<file path="src/rtl/frame_decoder.sv">
// Framed byte-stream decoder: SYNC, CTRL, LEN, then LEN samples routed to a channel.
// ACK/NACK replies on the tx side, inter-byte timeout and a saturating error counter.
module frame_decoder #(
    parameter int                DATA_W    = 8,
    parameter logic [DATA_W-1:0] SYNC_WORD = 8'hFF,
    parameter int                N_CH      = 4,
    parameter int                TIMEOUT   = 1024,
    parameter logic [DATA_W-1:0] NACK_WORD = 8'h15,
    localparam int               CH_W      = (N_CH > 1) ? $clog2(N_CH) : 1,
    localparam int               TO_W      = $clog2(TIMEOUT + 1)
) (
    input  logic              clk,
    input  logic              rst,
    input  logic [DATA_W-1:0] data_rx,
    input  logic              rx,
    output logic [DATA_W-1:0] data_tx,
    output logic              tx,
    output logic [DATA_W-1:0] sample,
    output logic              new_sample,
    output logic [CH_W-1:0]   sample_ch,
    output logic              frame_done,
    output logic              frame_err,
    output logic [15:0]       err_count,
    output logic              busy
);

    localparam logic [1:0] S_IDLE = 2'd0;
    localparam logic [1:0] S_CTRL = 2'd1;
    localparam logic [1:0] S_LEN  = 2'd2;
    localparam logic [1:0] S_RECV = 2'd3;

    localparam logic [TO_W-1:0] TO_LIM = TO_W'(TIMEOUT);

    logic [1:0]        state, state_nxt;
    logic [DATA_W-1:0] ctrl_q;
    logic [DATA_W-1:0] remaining;
    logic [TO_W-1:0]   to_cnt;
    logic              hdr_ok;
    logic              timed_out;

    function automatic logic [15:0] sat_inc(input logic [15:0] v);
        return (v == 16'hFFFF) ? v : v + 16'd1;
    endfunction

    // The whole CTRL byte is range-checked so stray high bits cannot alias onto a valid channel.
    assign hdr_ok    = (data_rx != '0) && (32'(ctrl_q) < N_CH);
    assign timed_out = !rx && (to_cnt == TO_LIM);

    always_comb begin
        state_nxt = state;
        case (state)
            S_IDLE: if (rx && data_rx == SYNC_WORD) state_nxt = S_CTRL;
            S_CTRL: if (rx) state_nxt = S_LEN;
                    else if (timed_out) state_nxt = S_IDLE;
            S_LEN:  if (rx) state_nxt = hdr_ok ? S_RECV : S_IDLE;
                    else if (timed_out) state_nxt = S_IDLE;
            S_RECV: if (rx && remaining == DATA_W'(1)) state_nxt = S_IDLE;
                    else if (timed_out) state_nxt = S_IDLE;
            default: state_nxt = S_IDLE;
        endcase
    end

    always_ff @(posedge clk or negedge rst) begin
        if (!rst) begin
            state      <= S_IDLE;
            ctrl_q     <= '0;
            remaining  <= '0;
            to_cnt     <= '0;
            err_count  <= '0;
            data_tx    <= '0;
            tx         <= 1'b0;
            sample     <= '0;
            new_sample <= 1'b0;
            sample_ch  <= '0;
            frame_done <= 1'b0;
            frame_err  <= 1'b0;
            busy       <= 1'b0;
        end else begin
            state      <= state_nxt;
            busy       <= (state_nxt != S_IDLE);
            tx         <= 1'b0;
            new_sample <= 1'b0;
            frame_done <= 1'b0;
            frame_err  <= 1'b0;

            if (state == S_IDLE || rx) to_cnt <= '0;
            else if (timed_out)        to_cnt <= '0;
            else                       to_cnt <= to_cnt + 1'b1;

            if (rx) begin
                case (state)
                    S_CTRL: ctrl_q <= data_rx;
                    S_LEN: begin
                        tx <= 1'b1;
                        if (hdr_ok) begin
                            remaining <= data_rx;
                            data_tx   <= ctrl_q;
                        end else begin
                            data_tx   <= NACK_WORD;
                            frame_err <= 1'b1;
                            err_count <= sat_inc(err_count);
                        end
                    end
                    S_RECV: begin
                        new_sample <= 1'b1;
                        sample     <= data_rx;
                        sample_ch  <= ctrl_q[CH_W-1:0];
                        remaining  <= remaining - 1'b1;
                        frame_done <= (remaining == DATA_W'(1));
                    end
                    default: ;
                endcase
            end else if (timed_out && state != S_IDLE) begin
                frame_err <= 1'b1;
                err_count <= sat_inc(err_count);
            end
        end
    end

endmodule
</file>
<file path="config.mk">
export PLATFORM = sky130hd
export DESIGN_NAME = frame_decoder
export DESIGN_NICKNAME = d
export VERILOG_FILES = /design/src/rtl/frame_decoder.sv
export SDC_FILE = /design/constraint.sdc
export NUM_CORES = 1
export LEC_CHECK = 0
export ABC_AREA = 0
export CAP_MARGIN = 25
export CORE_UTILIZATION = 55
export DETAILED_ROUTE_END_ITERATION = 8
export DONT_BUFFER_PORTS = 1
export PLACE_DENSITY_LB_ADDON = 0.12
export SLEW_MARGIN = 15
export SYNTH_ARGS = -nofsm -noshare
export SYNTH_HDL_FRONTEND = slang
export SYNTH_SLANG_ARGS = --single-unit
</file>
<file path="constraint.sdc">
create_clock -name clk -period 2.1 [get_ports clk]
set_input_delay 0.42 -clock clk [delete_from_list [all_inputs] [get_ports clk]]
set_output_delay 0.42 -clock clk [all_outputs]
set_load 0.005 [all_outputs]
</file>
==> flow_summary.json <==
{
  "status": "complete, no violations",
  "drtIter0Drc": 103,
  "die_h_um": 77.5,
  "final_cell_mix": "dfrtp_1, nor2_1, buf_4",
  "layout_commonest_cell": "dfrtp_1",
  "yosysTopAreaCellShare": 0.543,
  "hold_path_class": "in -> reg",
  "reg2reg_depth": 5,
  "r2r_slack_ns": 0.07,
  "crit_start": "ctrl_q[7]$_DFFE_PN0P_",
  "final_cell_area_sq_um": 3630,
  "setup_violations": 0,
  "synth_ff_type": "dfrtp_1",
  "reg2reg_from": "ctrl_q[7]$_DFFE_PN0P_",
  "rsz0062_at_grt": "no",
  "syn_area_sq_um": 3140,
  "power.density_nw_per_um2": 857,
  "via_count": 2201,
  "syn_avg_cell_area_sq_um": 11.1,
  "yosys_warnings": 0,
  "syn_to_final_growth_pct": 15.8,
  "clkTransAtPathRegs_ns": 0.07,
  "synthDistinctLibCells": 42,
  "period_share": 0.969,
  "final.min_clock_period_ns": 2.03,
  "ys_ff_latch": 68,
  "pin_count": 50,
  "yosysTopAreaCell": "dfrtp_1",
  "drive_gt1_frac": 0.248,
  "clockRootBuffer": "clkbuf_8",
  "dp_hpwl_um": 4330,
  "fin_ws_ns": 0.0661,
  "synth_nets": 298,
  "placementRows": 27,
  "drv_slew": 0,
  "port_buffers": 0,
  "drc": 0,
  "finish.utilization": 0.659,
  "fmax_mhz": 492,
  "cts_max_level": 3,
  "nets": 326,
  "grt_pass1_vias": 2246,
  "worstPathRequired_ns": 2.34,
  "power.leakage_nw": 1.71,
  "placed_cell_area_sq_um": 3360,
  "worst_pin_slew_ns": 0.586,
  "cts_tree": "yes",
  "reg2reg_to": "err_count[1]$_DFFE_PN0P_",
  "hold_slack_ns": 0.145,
  "p_total_mw": 3.11,
  "cts_buffers": 9,
  "drt-vias-per-instance": 5.70,
  "nFillCells": 418,
  "fin_skew_ns": 0.00746,
  "crit_end": "err_count[1]$_DFFE_PN0P_",
  "dp_worst_setup_slack_ns": -0.0154,
  "cp-end-kind": "register",
  "initial_utilization": 0.569,
  "drt-total-wl_um": 6310,
  "hold_viol": 0,
  "drtPass1Iterations": 4,
  "synth_edf_count": 0,
  "antenna_found_initial": 0,
  "die_area_sq_um": 6010,
  "wl_per_cell_um": 16.3,
  "clk_latency_ns": 0.35,
  "netlist_instances": 282,
  "worstSetupPathType": "reg -> reg",
  "grt_pass1_wl_um": 10600,
  "critPathMaxFanout": 6,
  "grt_max_degree": 69,
  "startpoint_type": "register",
  "cp.arrival_ns": 2.27,
  "ys_seq_area_frac": 0.543,
  "fp.dieW_um": 77.5,
  "grt_usage": 0.235,
  "synthArstFlopShare": 1.00,
  "antennaDiodeCount": 0,
  "worst_slew_margin_rel": 0.606,
  "overflow": 0,
  "clockBufferDepth": 2,
  "synth.area.top_cells": "dfrtp_1, mux2_2, xor2_1",
  "core_sq_um": 5510,
  "drv_cap": 0,
  "detail-route-antenna-nets": 0,
  "cts_sinks": 68,
  "gp_congestion": 0.872,
  "ir_drop_mv": 0.636
}
-- synthesized netlist by cell type (2+ instances only) --
| master | count |
|---|---|
| a22oi_1 | 3 |
| nor2_1 | 34 |
| mux2_2 | 19 |
| a21oi_1 | 5 |
| xor2_1 | 18 |
| or2_2 | 2 |
| nor3_2 | 5 |
| xnor2_1 | 6 |
| and2_1 | 7 |
| nor4b_2 | 3 |
| ha_1 | 5 |
| nor3_1 | 7 |
| nor4_1 | 8 |
| nand2_1 | 19 |
| o22a_1 | 3 |
| or4_1 | 2 |
| clkbuf_1 | 6 |
| nand3_1 | 10 |
| dfrtp_1 | 68 |
| inv_1 | 9 |
| and3_1 | 6 |
| nand4_1 | 5 |
| o21ai_0 | 11 |
| o21bai_1 | 2 |
| a31oi_1 | 2 |
-- worst max-delay path, cell delays in order (launching register included) --
cell	delay, ns
dfrtp_1	0.37
or4_4	0.55
a211oi_4	0.30
o32a_4	0.28
or2_4	0.14
mux2_4	0.29
-- logic make-up after synthesis --
| family | Yosys count | share of synthesized area |
|---|---|---|
| adder cells (fa/ha/maj) | 5 | 0.0200 |
| multiplexers | 20 | 0.0730 |
| XOR/XNOR | 24 | 0.0670 |
| AO/OA/AOI/OAI | 33 | 0.0738 |
| AND/OR/NAND/NOR | 115 | 0.201 |
| flip-flops | 68 | 0.543 |
| buffers and inverters | 17 | 0.0227 |
-- routing by layer --
metal | vias to the layer above | wire length [um] | GRT usage
met1 | 1087 | 2640 | 0.274
met5 | - | 0 | 0
met3 | 9 | 363 | 0.0965
met2 | 61 | 3200 | 0.386
met4 | 0 | 102 | 0.0906
li1 | 1044 | - | -
-- state kept, by name, summed over array words and instances, names as in the netlist, 2 cells and up --
| signal | count |
|---|---|
| ctrl_q | 8 |
| data_tx | 8 |
| err_count | 16 |
| remaining | 8 |
| sample | 8 |
| sample_ch | 2 |
| state | 2 |
| to_cnt | 11 |
-- how the worst min path moves through the flow --
stage                     from                    to  slack (ns)  depth (start not counted)
final                       rx   to_cnt[3]$_DFF_PN0_        0.14                          1
after global routing        rx   to_cnt[3]$_DFF_PN0_        0.13                          1
after CTS                   rx   to_cnt[3]$_DFF_PN0_        0.13                          1
after detailed placement   rst  to_cnt[10]$_DFF_PN0_        0.13                          0
after global placement     rst  to_cnt[10]$_DFF_PN0_        0.13                          0
after floorplan            rst        busy$_DFF_PN0_        0.12                          0
-- cell type report --
type	instances	area (sq um)	share of cell area
flip-flops and latches	68	1700	0.469
multi-input cells	197	1390	0.384
repair buffers	25	223	0.0613
clock buffers	10	138	0.0379
well taps	72	90.1	0.0248
clock inverters	5	52.6	0.0145
inverters	9	33.8	0.00930
-- stage by stage --
stage          setup TNS (ns)  cells
2_1_floorplan        -0.00301    282
3_3_place_gp                0    367
3_5_place_dp          -0.0154    367
4_1_cts                     0    384
5_1_grt                     0    386
6_report                    0    386
-- what timing repair did --
action | CTS | global route
endpoints found under the setup margin | 1 | 7
hold buffers | 2 | 0
buffers inserted | 0 | 2
pin swaps | 0 | 3
hold endpoints to repair | 68 | 0
resized for setup | 1 | 5
-- power by group --
part           switching, mW  internal (mW)
clock network          0.478          0.567
registers              0.118           1.45
logic                  0.232          0.263
(Power assumes the default switching activity.)
